==> config.mk <==
export PLATFORM = sky130hd
export DESIGN_NAME = rc4_decrypt_engine
export DESIGN_NICKNAME = d
export VERILOG_FILES = /design/src/rtl/rc4_decrypt_engine.sv
export SDC_FILE = /design/constraint.sdc
export NUM_CORES = 1
export LEC_CHECK = 0
export BUFFER_PORTS_ARGS = -buffer_cell sky130_fd_sc_hd__buf_4
export CAP_MARGIN = 20
export CORE_MARGIN = 5
export CORE_UTILIZATION = 53
export CTS_BUF_LIST = sky130_fd_sc_hd__clkbuf_4 sky130_fd_sc_hd__clkbuf_8
export CTS_CLUSTER_DIAMETER = 120
export DETAILED_ROUTE_END_ITERATION = 7
export PLACE_DENSITY_LB_ADDON = 0.25
export SLEW_MARGIN = 0
export SYNTH_ARGS = -nofsm -noshare
export SYNTH_HDL_FRONTEND = slang
export SYNTH_SLANG_ARGS = --single-unit
export TNS_END_PERCENT = 10
==> constraint.sdc <==
create_clock -name inclk -period 2.8 [get_ports inclk]
set_input_delay 0.14 -clock inclk [delete_from_list [all_inputs] [get_ports inclk]]
set_output_delay 0.14 -clock inclk [all_outputs]
set_load 0.02 [all_outputs]
==> src/rtl/rc4_decrypt_engine.sv <==
// RC4 decrypt engine: S-box init, key scheduling and keystream decrypt in one FSM.
// Build option CHAR_CHECK_EN: abort on the first decrypted byte outside 'a'..'z' and space.
module rc4_decrypt_engine #(
  parameter int KEY_BYTES = 3,
  parameter int MSG_LEN   = 32,
  parameter int MSG_AW    = 5
) (
  input  logic                   inclk,
  input  logic                   reset_n,
  input  logic                   start,
  input  logic [KEY_BYTES*8-1:0] secret_key,
  output logic                   busy,
  output logic                   done,
  output logic                   key_ok,
  output logic [7:0]             s_addr,
  output logic [7:0]             s_data,
  output logic                   s_wren,
  input  logic [7:0]             s_q,
  output logic [MSG_AW-1:0]      enc_addr,
  input  logic [7:0]             enc_q,
  output logic [MSG_AW-1:0]      dec_addr,
  output logic [7:0]             dec_data,
  output logic                   dec_wren
);

  localparam int             KIW       = $clog2(KEY_BYTES + 1);
  localparam logic [7:0]     LAST_K    = 8'(MSG_LEN - 1);
  localparam logic [KIW-1:0] LAST_KIDX = KIW'(KEY_BYTES - 1);

  typedef enum logic [4:0] {
    ST_IDLE,
    ST_INIT,
    ST_KSA_RD_I,
    ST_KSA_WT_I,
    ST_KSA_RD_J,
    ST_KSA_WT_J,
    ST_KSA_WR_I,
    ST_KSA_WR_J,
    ST_PRGA_RD_I,
    ST_PRGA_WT_I,
    ST_PRGA_RD_J,
    ST_PRGA_WT_J,
    ST_PRGA_WR_I,
    ST_PRGA_WR_J,
    ST_PRGA_RD_F,
    ST_PRGA_WT_F,
    ST_PRGA_WR_D,
    ST_DONE
  } state_t;

  state_t                 state;
  state_t                 state_nxt;
  logic [KEY_BYTES*8-1:0] key_reg;
  logic [7:0]             i;
  logic [7:0]             j;
  logic [7:0]             k;
  logic [7:0]             si;
  logic [7:0]             sj;
  logic [7:0]             dec_byte;
  logic [7:0]             key_byte;
  logic [KIW-1:0]         kidx;
  logic                   char_ok;
  logic                   last_byte;

  // Key byte for the current KSA step; kidx walks 0..KEY_BYTES-1 so no modulo is needed.
  always_comb begin
    // NOTE: key_byte gets a default before the loop so no path leaves it unassigned (no latch).
    key_byte = 8'h00;
    for (int b = 0; b < KEY_BYTES; b++) begin
      if (kidx == KIW'(b)) key_byte = key_reg[(KEY_BYTES-1-b)*8 +: 8];
    end
  end

`ifdef CHAR_CHECK_EN
  assign char_ok = ((dec_byte >= 8'h61) && (dec_byte <= 8'h7A)) || (dec_byte == 8'h20);
`else
  assign char_ok = 1'b1;
`endif

  assign last_byte = (k == LAST_K);

  always_ff @(posedge inclk) begin
    // NOTE: sequential state uses <= so every register updates from pre-edge values.
    if (!reset_n) state <= ST_IDLE;
    else          state <= state_nxt;
  end

  always_ff @(posedge inclk) begin
    if (!reset_n) begin
      // NOTE: only control/datapath registers reset; the external S and dec memories keep contents.
      key_reg  <= '0;
      i        <= '0;
      j        <= '0;
      k        <= '0;
      kidx     <= '0;
      si       <= '0;
      sj       <= '0;
      dec_byte <= '0;
      key_ok   <= 1'b0;
    end else begin
      case (state)
        ST_IDLE: begin
          if (start) begin
            key_reg <= secret_key;
            key_ok  <= 1'b0;
            i       <= '0;
            j       <= '0;
            k       <= '0;
            kidx    <= '0;
          end
        end
        ST_INIT: i <= i + 8'd1;
        ST_KSA_WT_I: begin
          si <= s_q;
          j  <= j + s_q + key_byte;
        end
        ST_KSA_WT_J, ST_PRGA_WT_J: sj <= s_q;
        ST_KSA_WR_J: begin
          kidx <= (kidx == LAST_KIDX) ? '0 : kidx + 1'b1;
          // PRGA starts with i already advanced to 1 and j cleared
          if (i == 8'hFF) begin
            i <= 8'd1;
            j <= '0;
          end else begin
            i <= i + 8'd1;
          end
        end
        ST_PRGA_WT_I: begin
          si <= s_q;
          j  <= j + s_q;
        end
        ST_PRGA_WT_F: dec_byte <= s_q ^ enc_q;
        ST_PRGA_WR_D: begin
          i <= i + 8'd1;
          k <= k + 8'd1;
          if (last_byte || !char_ok) key_ok <= char_ok;
        end
        default: ;
      endcase
    end
  end

  always_comb begin
    state_nxt = state;
    busy      = 1'b1;
    done      = 1'b0;
    s_addr    = '0;
    s_data    = '0;
    s_wren    = 1'b0;
    enc_addr  = '0;
    dec_addr  = '0;
    dec_data  = '0;
    dec_wren  = 1'b0;
    case (state)
      ST_IDLE: begin
        busy = 1'b0;
        if (start) state_nxt = ST_INIT;
      end
      ST_INIT: begin
        s_addr = i;
        s_data = i;
        s_wren = 1'b1;
        if (i == 8'hFF) state_nxt = ST_KSA_RD_I;
      end
      ST_KSA_RD_I: begin
        s_addr    = i;
        state_nxt = ST_KSA_WT_I;
      end
      ST_KSA_WT_I: state_nxt = ST_KSA_RD_J;
      ST_KSA_RD_J: begin
        s_addr    = j;
        state_nxt = ST_KSA_WT_J;
      end
      ST_KSA_WT_J: state_nxt = ST_KSA_WR_I;
      ST_KSA_WR_I: begin
        s_addr    = i;
        s_data    = sj;
        s_wren    = 1'b1;
        state_nxt = ST_KSA_WR_J;
      end
      ST_KSA_WR_J: begin
        s_addr    = j;
        s_data    = si;
        s_wren    = 1'b1;
        state_nxt = (i == 8'hFF) ? ST_PRGA_RD_I : ST_KSA_RD_I;
      end
      ST_PRGA_RD_I: begin
        s_addr    = i;
        state_nxt = ST_PRGA_WT_I;
      end
      ST_PRGA_WT_I: state_nxt = ST_PRGA_RD_J;
      ST_PRGA_RD_J: begin
        s_addr    = j;
        state_nxt = ST_PRGA_WT_J;
      end
      ST_PRGA_WT_J: state_nxt = ST_PRGA_WR_I;
      ST_PRGA_WR_I: begin
        s_addr    = i;
        s_data    = sj;
        s_wren    = 1'b1;
        state_nxt = ST_PRGA_WR_J;
      end
      ST_PRGA_WR_J: begin
        s_addr    = j;
        s_data    = si;
        s_wren    = 1'b1;
        state_nxt = ST_PRGA_RD_F;
      end
      // After the swap S[i]+S[j] is still si+sj; the ciphertext read overlaps this lookup
      ST_PRGA_RD_F: begin
        s_addr    = si + sj;
        enc_addr  = MSG_AW'(k);
        state_nxt = ST_PRGA_WT_F;
      end
      ST_PRGA_WT_F: state_nxt = ST_PRGA_WR_D;
      ST_PRGA_WR_D: begin
        dec_addr  = MSG_AW'(k);
        dec_data  = dec_byte;
        dec_wren  = 1'b1;
        state_nxt = (last_byte || !char_ok) ? ST_DONE : ST_PRGA_RD_I;
      end
      ST_DONE: begin
        busy      = 1'b0;
        done      = 1'b1;
        state_nxt = ST_IDLE;
      end
      default: state_nxt = ST_IDLE;
    endcase
  end

endmodule

# Yosys cells after proc, flatten, opt, wreduce, memory -nomap -nowiden
# Index checks and enable logic that the tools add are counted.
[totals]
regBits = 80
inputBits = 43
word_cells = 93
[op_classes]
add_sub_neg = 6
eq_ne = 25
n_mux = 29
n_bitwise = 1
n_reduce_logical = 22
[op_table]
columns = ["op", "count"]
rows = [
  ["one-hot mux 5 bit (17 select lines)", 1],
  ["one-hot mux 8 bit (3 select lines)", 3],
  ["2-to-1 mux 8 bit", 7],
  ["== test 5 x 4 -> 1 bit, second input constant", 8],
  ["one-hot mux 8 bit (4 select lines)", 1],
  ["2-to-1 mux 5 bit", 5],
  ["adder 8 bit", 3],
  ["== test 5 x 3 -> 1 bit, second input constant", 4],
  ["adder 8 x 1 -> 8 bit, second input constant", 2],
  ["one-hot mux 8 bit (2 select lines)", 1],
  ["OR reduction 2 bit", 6],
  ["== test 5 x 2 -> 1 bit, second input constant", 2],
  ["== test 5 bit, second input constant", 2],
  ["AND reduction 2 bit", 5],
  ["OR reduction 5 bit", 2],
  ["== test 8 x 5 -> 1 bit, second input constant", 1],
  ["== test 8 bit, second input constant", 1],
  ["!= test 2 bit, second input constant", 4],
  ["bitwise XOR 8 bit", 1],
  ["2-to-1 mux 1 bit", 6],
  ["AND reduction 3 bit", 2],
  ["== test 5 x 1 -> 1 bit, second input constant", 1],
  ["zero test 5 bit", 1],
  ["2-to-1 mux 2 bit", 2],
  ["other kinds (11)", 12],
]

# Longest topological paths before layout
# Gate-level depths: netlist of the first run.
[depth]
depth_word = 6
depth_mapped = 13
mapped_depth_nobuf = 13

# Worst setup path after synthesis of the first run
# OpenSTA, ideal clock, no wires.
[synth_path]
path_kind = "register to register"
from = "reg j[0]"
to = "reg j[7]"
setup_ns = 0.124
t_arrival_ns = 2.518
t_required_ns = 2.676
setup_slack_ns = 0.158
stages_incl_launch_ff = 12
n_path_buf = 0
synth_period_minus_slack_ns = 2.642
cell_sequence = "dfxtp_1 ha_1 fa_1 a21o_1 a21oi_1 o21ai_0 xor2_1 ha_1 o41ai_1 xnor2_1 xnor2_1 o22ai_1"
[synth_via]
elab_chain_cells = 3
[synth_lines]
columns = ["element", "line", "rtl"]
rows = [
  ["from (decl)", "55", "logic [7:0] j;"],
  ["from (signal assigned)", "115", "j <= j + s_q + key_byte;"],
  ["from (signal assigned)", "130", "j <= j + s_q;"],
  ["adder 8 bit (*)", "115, 130", ""],
  ["adder 8 bit", "115", ""],
  ["one-hot mux 8 bit (4 select lines) (*)", "101", "case (state)"],
]
# Mark *: on every way between the ends. The rest lies on a longest branch, timed or not.
# A chain may end at the register's enable or synchronous reset.

# Worst setup path in the final report of the first run
[layout_path]
from = "reg state[0]"
to = "out s_addr[1]"
[layout_via]
elab_chain_cells = 3
[layout_lines]
columns = ["element", "line", "rtl"]
rows = [
  ["from (decl)", "51", "state_t state;"],
  ["from (signal assigned)", "85", "else state <= state_nxt;"],
  ["== test 5 x 1 -> 1 bit, or another cell as far along", "154", "case (state)"],
  ["OR reduction 5 bit (no source line) or OR reduction 4 bit (tied branches)", "-", ""],
  ["one-hot mux 8 bit (3 select lines) (*)", "154", ""],
  ["to (decl)", "15", "output logic [7:0] s_addr,"],
]
# Marks and branches as above.

==> results of run 1 <==
[where the power goes]
part,switching [mW],internal [mW]
Sequential,0.0649,1.19
Clock,0.452,0.331
Combinational,0.329,0.234
[cell type report]
cell class,count,area share [%]
Sequential cell,80,28.0
Clock inverter,7,0.963
Inverter,23,1.51
Tap cell,108,2.36
Timing Repair Buffer,100,13.1
Multi-Input combinational cell,459,51.8
Clock buffer,9,2.17
[routing by layer]
layer,vias to the layer above,routed length [um],track usage [%]
met1,2166,5690,32.3
met5,-,0,0
met2,165,6130,38.1
met3,24,1020,5.06
met4,0,313,7.85
li1,2268,-,-
[layout by cell type (no fill, tap or decap), types with 3 or more instances in the layout]
| master | netlist | routed |
|---|---|---|
| and2_1 | 8 | 8 |
| nand2b_1 | 9 | 9 |
| nand2_1 | 84 | 84 |
| buf_4 | 1 | 100 |
| nor2_1 | 54 | 54 |
| and3_1 | 16 | 16 |
| a21oi_1 | 58 | 57 |
| o21ai_1 | 1 | 4 |
| ha_1 | 23 | 22 |
| inv_1 | 22 | 22 |
| or3_1 | 3 | 3 |
| o21a_1 | 4 | 4 |
| a21o_1 | 5 | 5 |
| clkbuf_8 | 0 | 9 |
| mux2i_1 | 17 | 17 |
| xor2_1 | 12 | 12 |
| a31oi_1 | 4 | 4 |
| nor2b_1 | 6 | 6 |
| xnor2_1 | 26 | 26 |
| nand3_1 | 10 | 10 |
| a211oi_1 | 11 | 10 |
| o21bai_1 | 3 | 3 |
| nor3_1 | 7 | 7 |
| a222oi_1 | 18 | 18 |
| dfxtp_1 | 80 | 79 |
| a22oi_1 | 9 | 9 |
| o21ai_0 | 33 | 30 |
[kinds of logic after synthesis]
group           Yosys count
xor+xnor                 38
fa+ha+maj                26
buf+inv                  56
mux                      17
compound gates          157
flops                    80
simple gates            221
[Yosys cell counts (all sizes together) (5+ instances only)]
cell and instances:
a211oi 11, xnor2 26, a21oi 58, mux2i 17, nand2b 9, nand2 84, buf 16, and2 8
nand3 10, ha 23, a22oi 9, and3 16, nor3 10, clkbuf 17, dfxtp 80, xor2 12
nor2 55, nor2b 6, inv 23, o21ai 34, a21o 5, a222oi 18
[stage by stage]
stage          instances  util [%]  hold WS [ns]  instance area [um2]
2_1_floorplan        595         -         0.268                 4780
3_3_place_gp         769      62.7         0.389                 5500
3_5_place_dp         769      62.7         0.393                 5500
4_1_cts              785      64.9       0.00591                 5690
5_1_grt              786      65.2       0.00201                 5720
6_report             786      65.2        0.0157                 5720
[timing repair]
item	4_1_cts	5_1_grt
pin swaps	0	6
setup buffers	0	1
gates resized for setup	3	8
cloned	0	0
setup endpoints to repair	3	10
[worst max-delay path, cell delays in order, from the launching register on]
cell	delay, ns
dfxtp_1	0.77
nor2b_1	0.14
nor2b_1	0.17
o21ai_0	0.17
a21oi_1	0.09
buf_4	0.18
a222oi_1	0.44
inv_1	0.08
buf_4	0.17
[worst min path at each step]
| stage | from | endpoint | slack, ns |
|---|---|---|---|
| finish | secret_key[19] | key_reg[19]$_SDFFE_PN0P_ | 0.02 |
| global route | secret_key[19] | key_reg[19]$_SDFFE_PN0P_ | 0.002 |
| CTS | secret_key[19] | key_reg[19]$_SDFFE_PN0P_ | 0.006 |
| detailed placement | secret_key[19] | key_reg[19]$_SDFFE_PN0P_ | 0.39 |
| global placement | secret_key[1] | key_reg[1]$_SDFFE_PN0P_ | 0.39 |
| floorplan | reset_n | j[6]$_SDFFE_PN0P_ | 0.27 |
==> qor.csv, run 1 <==
stage,metric,value,unit
hold_path,hp-class,in2reg,
timing,rsz0062_at_grt,true,
power,total_power,2.60,mW
synthesis,yosys.area_share.simple,22.6,%
clock_network,clock-sinks,80,
synthesis,synthXorXnorAreaFrac,6.96,%
floorplanning,die_area,11000,um2
clock_network,cts_inserted_buffers,9,
global_routing,grt_antenna_before_repair,0,
timing,finalSetupTns,0,ns
power,p_per_area,454,nW/um2
setup_path,endpoint,s_addr[1],
clock_network,clockBufferDepth,2,
synthesis,synth_top_area_share,33.5,%
layout,num_antenna_cells,0,
synthesis,ys_ff_latch,80,
setup_path,crit_path_start,state[0]$_SDFFE_PN0P_,
synthesis,async_reset_ff_share,0,%
layout,drive_gt1_share,19.8,%
floorplanning,core,8760,um2
timing,worst_slack,0.107,ns
synthesis,syn_nets,664,
power,leakagePower,2.50,nW
drt,drt_iter0_drc,333,
timing,period_minus_slack,2.69,ns
synthesis,ys_types,58,
run,drv_cap,0,
floorplanning,start_util,54.6,%
setup_path,r2r_cells,12,
layout,nets,742,
setup_path,critPathKind,reg2out,
drt,wl_per_cell,16.7,um
synthesis,synthCells,595,
timing,slew_violations,0,
synthesis,yosysWarnings,0,
timing,period_share,96.2,%
setup_path,worst_ep_arrival_time,2.55,ns
floorplanning,dieWidth,105,um
layout,n_fill_cell,769,
synthesis,syn_area,4780,um2
timing,relSlewSlack,48.5,%
setup_path,r2r-start,kidx[1]$_SDFFE_PN0P_,
placed_design,place.gp.congestion,0.894,
setup_path,cp_max_fo,20,
synthesis,synth.area.top_cells,"dfxtp_1 (33%), nand2_1 (6.6%), a21oi_1 (6.1%), ha_1 (6.0%), xnor2_1 (4.8%)",
layout,largest_reg_flops,24,
global_routing,grt_pass1_wl,21.7,mm
drt,firstDrtPassIters,6,
global_routing,grt_usage,23.9,%
timing,tightest_slew,0.771,ns
timing,setup_viol,0,
synthesis,synth_edf_count,0,
clock_network,htreeDepth,3,
floorplanning,fp.dieH,105,um
synthesis,synth_area_per_cell,8.04,um2
placed_design,post-place-ws,-0.0348,ns
synthesis,synth-compound-area-share,20.9,%
placed_design,portBuffers,81,
drt,drc_errors,0,
power,irDropWorstVdd,0.000302,V
synthesis,seq_area_frac_synth,33.5,%
setup_path,r2r_slack,0.15,ns
layout,regArea,1600,um2
synthesis,synth_top_family_by_area,simple AND/OR/NAND/NOR gates,
clock_network,hold_buffers,0,
synthesis,synth.largest_area_cell,dfxtp_1,
synthesis,ys.flop_type,dfxtp_1,
global_routing,grt_pass1_vias,4402,
global_routing,grt_overflow,0,
drt,drt_wl_total,13.2,mm
setup_path,reg2reg_to,j[6]$_SDFFE_PN0P_,
status,status,"complete, no violations",
clock_network,cts_tree,done,
global_routing,grt_max_degree,30,
clock_network,clk_pin_slew,0.09,ns
setup_path,start_kind,flip-flop,
placed_design,dp_hpwl,10.1,mm
timing,fmax,371,MHz
drt,dr_total_vias,4623,
floorplanning,rows,34,
timing,fin_skew,0.0110,ns
clock_network,clock_latency,0.36,ns
setup_path,end_kind,output pin,
layout,multi_input_area,2960,um2
synthesis,synthMuxAreaShare,3.56,%
drt,viasPerCell,5.88,
timing,hold_viol,0,
drt,antenna_left,0,
floorplanning,ios,82,
setup_path,cp.required,2.66,ns
hold_path,holdPathStages,3,
synthesis,synthAdderAreaFrac,7.27,%
clock_network,root_buffer,clkbuf_8,
layout,layout-area-overhead-vs-synth,19.6,%
Note: power is estimated with default switching activity, not from simulation.
==> run 2: changes to the inputs <==
--- a/config.mk
+++ b/config.mk
@@ -12,7 +12,8 @@
 export CTS_BUF_LIST = sky130_fd_sc_hd__clkbuf_4 sky130_fd_sc_hd__clkbuf_8
 export CTS_CLUSTER_DIAMETER = 120
 export DETAILED_ROUTE_END_ITERATION = 7
-export PLACE_DENSITY_LB_ADDON = 0.25
+export PLACE_DENSITY = 0.79
+export RECOVER_POWER = 100
 export SLEW_MARGIN = 0
 export SYNTH_ARGS = -nofsm -noshare
 export SYNTH_HDL_FRONTEND = slang
==> qor.csv, run 2 (synthesis gave the netlist of run 1 again) <==
stage,metric,value,unit,change
status,status,"complete, no violations",,
clock_network,clock-sinks,80,,unchanged
global_routing,grt_usage,23.6,%,-0.27 points
drt,drt_wl_total,13.0,mm,-0.99%
clock_network,clock_latency,0.37,ns,about the same
power,leakagePower,2.38,nW,-4.6%
layout,layout-area-overhead-vs-synth,17.7,%,
global_routing,grt_antenna_before_repair,0,,unchanged
run,drv_cap,0,,unchanged
global_routing,grt_pass1_vias,4447,,+1.0%
clock_network,cts_tree,done,,
timing,period_share,97.2,%,+1.0 points
setup_path,cp_max_fo,4,,-80%
drt,dr_wl_met3,996,um,-2.7%
placed_design,dp_hpwl,9.65,mm,-4.4%
placed_design,dpl_cell_area,5500,um2,+0.14%
global_routing,grt_pass1_wl,21.5,mm,-0.92%
drt,viasPerCell,5.93,,+0.80%
drt,top_layer_used,met4,,
layout,drive_gt1_share,15.0,%,-4.7 points
timing,relSlewSlack,36.6,%,-12 points
drt,drt_iter0_drc,365,,+9.6%
layout,fin_util,64.2,%,-1.0 points
drt,wl_met2,6.19,mm,+0.98%
drt,drc_errors,0,,unchanged
floorplanning,dieWidth,105,um,unchanged
setup_path,start_kind,flip-flop,,
layout,fin_area,5630,um2,-1.5%
global_routing,grt_max_degree,31,,+3.3%
drt,antenna_left,0,,unchanged
setup_path,cp.required,2.66,ns,about the same
timing,finalSetupTns,0,ns,unchanged
floorplanning,start_util,54.6,%,unchanged
floorplanning,fp.dieH,105,um,unchanged
layout,final_common_cell,nand2_1,,
clock_network,htreeDepth,3,,unchanged
drt,firstDrtPassIters,8,,+2
drt,dr_total_vias,4666,,+0.93%
layout,nets,743,,+0.13%
timing,fin_skew,0.0140,ns,+0.00301 ns
timing,rsz0062_at_grt,true,,
clock_network,cts_setup_buffers,0,,unchanged
timing,holdWs,0.0127,ns,-0.00299 ns
clock_network,root_buffer,clkbuf_8,,
power,irDropWorstVdd,0.000303,V,+0.25%
placed_design,portBuffers,81,,unchanged
clock_network,clockBufferDepth,2,,unchanged
layout,largest_reg_flops,24,,unchanged
timing,worst_slack,0.0781,ns,-0.0291 ns
global_routing,grt_overflow,0,,unchanged
placed_design,place.gp.congestion,0.910,,+1.8%
clock_network,clk_pin_slew,0.09,ns,about the same
floorplanning,rows,34,,unchanged
setup_path,worst_ep_arrival_time,2.58,ns,+0.03 ns
power,total_power,2.81,mW,+8.2%
timing,fmax,367,MHz,-1.1%
drt,wl_per_cell,16.6,um,-1.1%
hold_path,hp-class,in2reg,,
clock_network,cts_inserted_buffers,9,,unchanged
layout,final_cell_mix,"nand2_1 (84), dfxtp_1 (77), buf_4 (65)",,
timing,setup_viol,0,,unchanged
timing,period_minus_slack,2.72,ns,+0.0291 ns
placed_design,placed_cells,770,,+0.13%
drt,wl_met1,5.28,mm,-7.1%
timing,hold_viol,0,,unchanged
placed_design,post-place-ws,-0.0226,ns,+0.0123 ns
floorplanning,die_area,11000,um2,unchanged
timing,tightest_slew,0.951,ns,+0.180 ns
setup_path,end_kind,output pin,,
layout,num_antenna_cells,0,,unchanged
timing,slew_violations,0,,unchanged
floorplanning,ios,82,,unchanged
setup_path,critPathKind,reg2out,,
layout,layout.cells.non_filler,787,,+0.13%
floorplanning,core,8760,um2,unchanged
power,p_per_area,499,nW/um2,+9.9%
-- run 2: cell count changes in the layout (fill, tap and decap cells not counted), moves of 2 or more --
cell       delta
and2_0        +4
and2_1        -4
buf_4        -35
bufinv_16     +2
clkbuf_1     +28
clkbuf_2      +7
clkinv_2      -2
dfxtp_1       -2
dfxtp_2       +2
o21ai_0       +2
o21ai_1       -2
-- run 2: area by class of cell --
cell class              count  area [um2]
repair buffers            101         638
flip-flops and latches     80        1610
multi-input cells         459        2930
clock inverters             6        97.6
clock buffers              10         138
fillers                   781        3130
well taps                 108         135
inverters                  23        86.3
-- run 2: power by group --
| part | switching, mW | total [mW] | internal [mW] |
|---|---|---|---|
| clock network | 0.473 | 1.01 | 0.541 |
| registers | 0.0552 | 1.24 | 1.19 |
| logic | 0.332 | 0.555 | 0.223 |
| total | 0.860 | 2.81 | 1.95 |
-- run 2: repair_timing --
action / in CTS / in global routing
hold buffers: 0 / 1
pin swaps: 0 / 1
endpoints found under the setup margin: 9 / 13
resized for setup: 2 / 7
endpoints found under the hold margin: 0 / 1
-- run 2: worst max-delay path: stages (launching register included) --
cell and delay (ns):
dfxtp_1 0.44, ha_1 0.27, a21o_1 0.18, a21oi_1 0.22, o21bai_1 0.14, o41ai_1 0.45
xnor2_1 0.12, o21ai_0 0.20, clkbuf_2 0.20
-- run 2: path summary, 6_finish.rpt --
kind | from | end | slack [ns] | cells after the start
max reg2reg | j[0]$_SDFFE_PN0P_ | j[7]$_SDFFE_PN0P_ | 0.09 | 11
min reg2reg | key_reg[13]$_SDFFE_PN0P_ | key_reg[13]$_SDFFE_PN0P_ | 0.46 | 2
max | sj[1]$_SDFFE_PN0P_ | s_addr[7] | 0.08 | 8
min | secret_key[0] | key_reg[0]$_SDFFE_PN0P_ | 0.01 | 3
-- run 2: layer usage --
metal  vias up  global-route usage, %
met5         -                      0
met4         0                   12.5
li1       2267                      -
met3        43                   4.25
met1      2150                   30.5
met2       206                   37.6
==> run 3: changes to the inputs <==
--- a/config.mk
+++ b/config.mk
@@ -8,11 +8,11 @@
 export BUFFER_PORTS_ARGS = -buffer_cell sky130_fd_sc_hd__buf_4
 export CAP_MARGIN = 20
 export CORE_MARGIN = 5
-export CORE_UTILIZATION = 53
+export CORE_UTILIZATION = 55
 export CTS_BUF_LIST = sky130_fd_sc_hd__clkbuf_4 sky130_fd_sc_hd__clkbuf_8
 export CTS_CLUSTER_DIAMETER = 120
 export DETAILED_ROUTE_END_ITERATION = 7
-export PLACE_DENSITY = 0.79
+export PLACE_DENSITY = 0.78
 export RECOVER_POWER = 100
 export SLEW_MARGIN = 0
 export SYNTH_ARGS = -nofsm -noshare
==> constraint.sdc (replaced) <==
create_clock -name inclk -period 3.46 [get_ports inclk]
set_input_delay 0.173 -clock inclk [delete_from_list [all_inputs] [get_ports inclk]]
set_output_delay 0.173 -clock inclk [all_outputs]
set_load 0.02 [all_outputs]
==> qor.csv, run 3 (synthesis gave the netlist of run 1 again) <==
stage,metric,value,unit,change
power,clkPwrFrac,36.2,%,+0.2 points
clock_network,root_buffer,clkbuf_8,,
setup_path,crit_path_max_incr_delay,0.86,ns,+0.41 ns
power,p_seq_share,44.6,%,+0.4 points
global_routing,grt_usage,25.4,%,+1.8 points
setup_path,crit_buf_inv,2,,+1
power,p_per_area,411,nW/um2,-18%
timing,finalSetupTns,0,ns,unchanged
floorplanning,dieWidth,103,um,-1.7%
power,combPwrFrac,19.2,%,-0.5 points
setup_path,r2r-start,j[0]$_SDFFE_PN0P_,,
setup_path,critPathTopFamily,simple AND/OR/NAND/NOR gates,,
setup_path,crit_path_start,state[3]$_SDFFE_PN0P_,,
layout,nets,731,,-1.6%
layout,fin_area,5510,um2,-2.1%
global_routing,grt_pass1_wl,21.4,mm,-0.32%
timing,fin_skew,0.0113,ns,-0.00272 ns
power,leakagePower,2.28,nW,-4.1%
placed_design,portBuffers,81,,unchanged
floorplanning,die_area,10700,um2,-3.3%
layout,layout-area-overhead-vs-synth,15.2,%,
global_routing,grt_pass1_vias,4424,,-0.52%
setup_path,start_kind,flip-flop,,
timing,setup_viol,0,,unchanged
timing,relSlewSlack,26.3,%,-10 points
setup_path,cp_max_fo,20,,+16
layout,num_antenna_cells,0,,unchanged
clock_network,cts-resized-gates,0,,-2
floorplanning,start_util,55.6,%,+1.1 points
clock_network,clockBufferDepth,2,,unchanged
power,power.internal,1.55,mW,-20%
clock_network,cts_inserted_buffers,9,,unchanged
layout,largest_reg_flops,24,,unchanged
clock_network,clock_latency,0.37,ns,about the same
setup_path,worst_path_max_delay_cell,nor3b_1,,
setup_path,worst_ep_arrival_time,2.94,ns,+0.36 ns
placed_design,place.gp.congestion,0.847,,-6.9%
floorplanning,core,8590,um2,-1.9%
timing,slew_violations,0,,unchanged
setup_path,critPathKind,reg2out,,
drt,drc_errors,0,,unchanged
timing,hold_viol,0,,unchanged
timing,tightest_slew,1.10,ns,+0.148 ns
drt,dr_total_vias,4597,,-1.5%
power,p_sw,0.713,mW,-17%
drt,drt_iter0_drc,396,,+8.5%
clock_network,hold_buffers,0,,unchanged
drt,firstDrtPassIters,5,,-3
drt,drt_wl_total,13.2,mm,+0.98%
placed_design,dp_hpwl,9.61,mm,-0.33%
status,status,"complete, no violations",,
layout,drive_gt1_share,11.4,%,-3.6 points
drt,wl_per_cell,17.0,um,+2.5%
setup_path,path_cells,"xor2_1, nor3b_1, a222oi_1, inv_1, clkbuf_1",,
setup_path,cp.required,3.29,ns,+0.63 ns
floorplanning,rows,34,,unchanged
clock_network,cts_setup_buffers,0,,unchanged
clock_network,cts_tree,done,,
layout,final_common_cell,nand2_1,,
layout,final_cell_mix,"nand2_1 (84), dfxtp_1 (80), a21oi_1 (58)",,
layout,layout.cells.non_filler,775,,-1.5%
drt,antenna_left,0,,unchanged
floorplanning,fp.dieH,103,um,-1.7%
power,switching_share,31.5,%,+0.88 points
timing,fmax,321,MHz,
clock_network,clock-sinks,80,,unchanged
global_routing,grt_max_degree,49,,+58%
hold_path,hp-start,secret_key[21],,
timing,rsz0062_at_grt,false,,
global_routing,grt_overflow,0,,unchanged
drt,viasPerCell,5.93,,about the same
clock_network,htreeDepth,3,,unchanged
placed_design,dpl_cell_area,5420,um2,-1.5%
timing,period_minus_slack,3.11,ns,
setup_path,end_kind,output pin,,
timing,period_share,90.0,%,
timing,holdWs,0.0453,ns,+0.0326 ns
power,irDropWorstVdd,0.000211,V,-30%
placed_design,placed_cells,759,,-1.4%
clock_network,clk_pin_slew,0.10,ns,about the same
floorplanning,ios,82,,unchanged
power,total_power,2.27,mW,-19%
run,drv_cap,0,,unchanged
hold_path,hp-class,in2reg,,
global_routing,grt_antenna_before_repair,0,,unchanged
run 3: area by class of cell:
| cell class | count | area, um2 |
|---|---|---|
| clock buffer | 9 | 124 |
| clock inverter | 7 | 106 |
| fill | 802 | 3080 |
| inverter | 23 | 86.3 |
| multi-input combinational | 459 | 2930 |
| sequential | 80 | 1600 |
| tap | 108 | 135 |
| timing repair buffer | 89 | 529 |
run 3: stage by stage:
stage	worst slack, ns	utilization (%)
finish	0.347	64.1
global route	0.183	64.1
CTS	0.458	65.8
detailed placement	0.571	63.1
global placement	0.645	63.1
floorplan	0.818	-
run 3: path summary, 6_finish.rpt:
check	to	cells after the start	slack, ns
setup / recovery	s_data[3]	5	0.35
hold reg to reg	key_reg[14]$_SDFFE_PN0P_	2	0.46
setup reg to reg	j[7]$_SDFFE_PN0P_	12	0.53
hold / removal	key_reg[21]$_SDFFE_PN0P_	3	0.05
run 3: worst reg2reg max path, delay by kind of cell (launching register included):
family / cells / cell delay [ns]
XOR/XNOR: 3 / 0.50
AO/OA/AOI/OAI: 6 / 0.99
adder cells (fa/ha/maj): 3 / 0.93
flip-flops: 1 / 0.35
run 3: power groups by stage:
stage               registers (mW)  clock network [mW]  logic [mW]
global route                  1.02               0.870       0.484
CTS                           1.01               0.827       0.442
finish                        1.01               0.820       0.435
global placement              1.03                   0       0.429
detailed placement            1.03                   0       0.440
floorplan                     1.00                   0       0.336
run 3: layer usage:
layer / part of all wire, % / GRT usage [%]
met3: 6.7 / 4.09
met2: 47 / 41.4
met1: 43 / 33.5
met4: 3.2 / 10.6
met5: 0 / 0
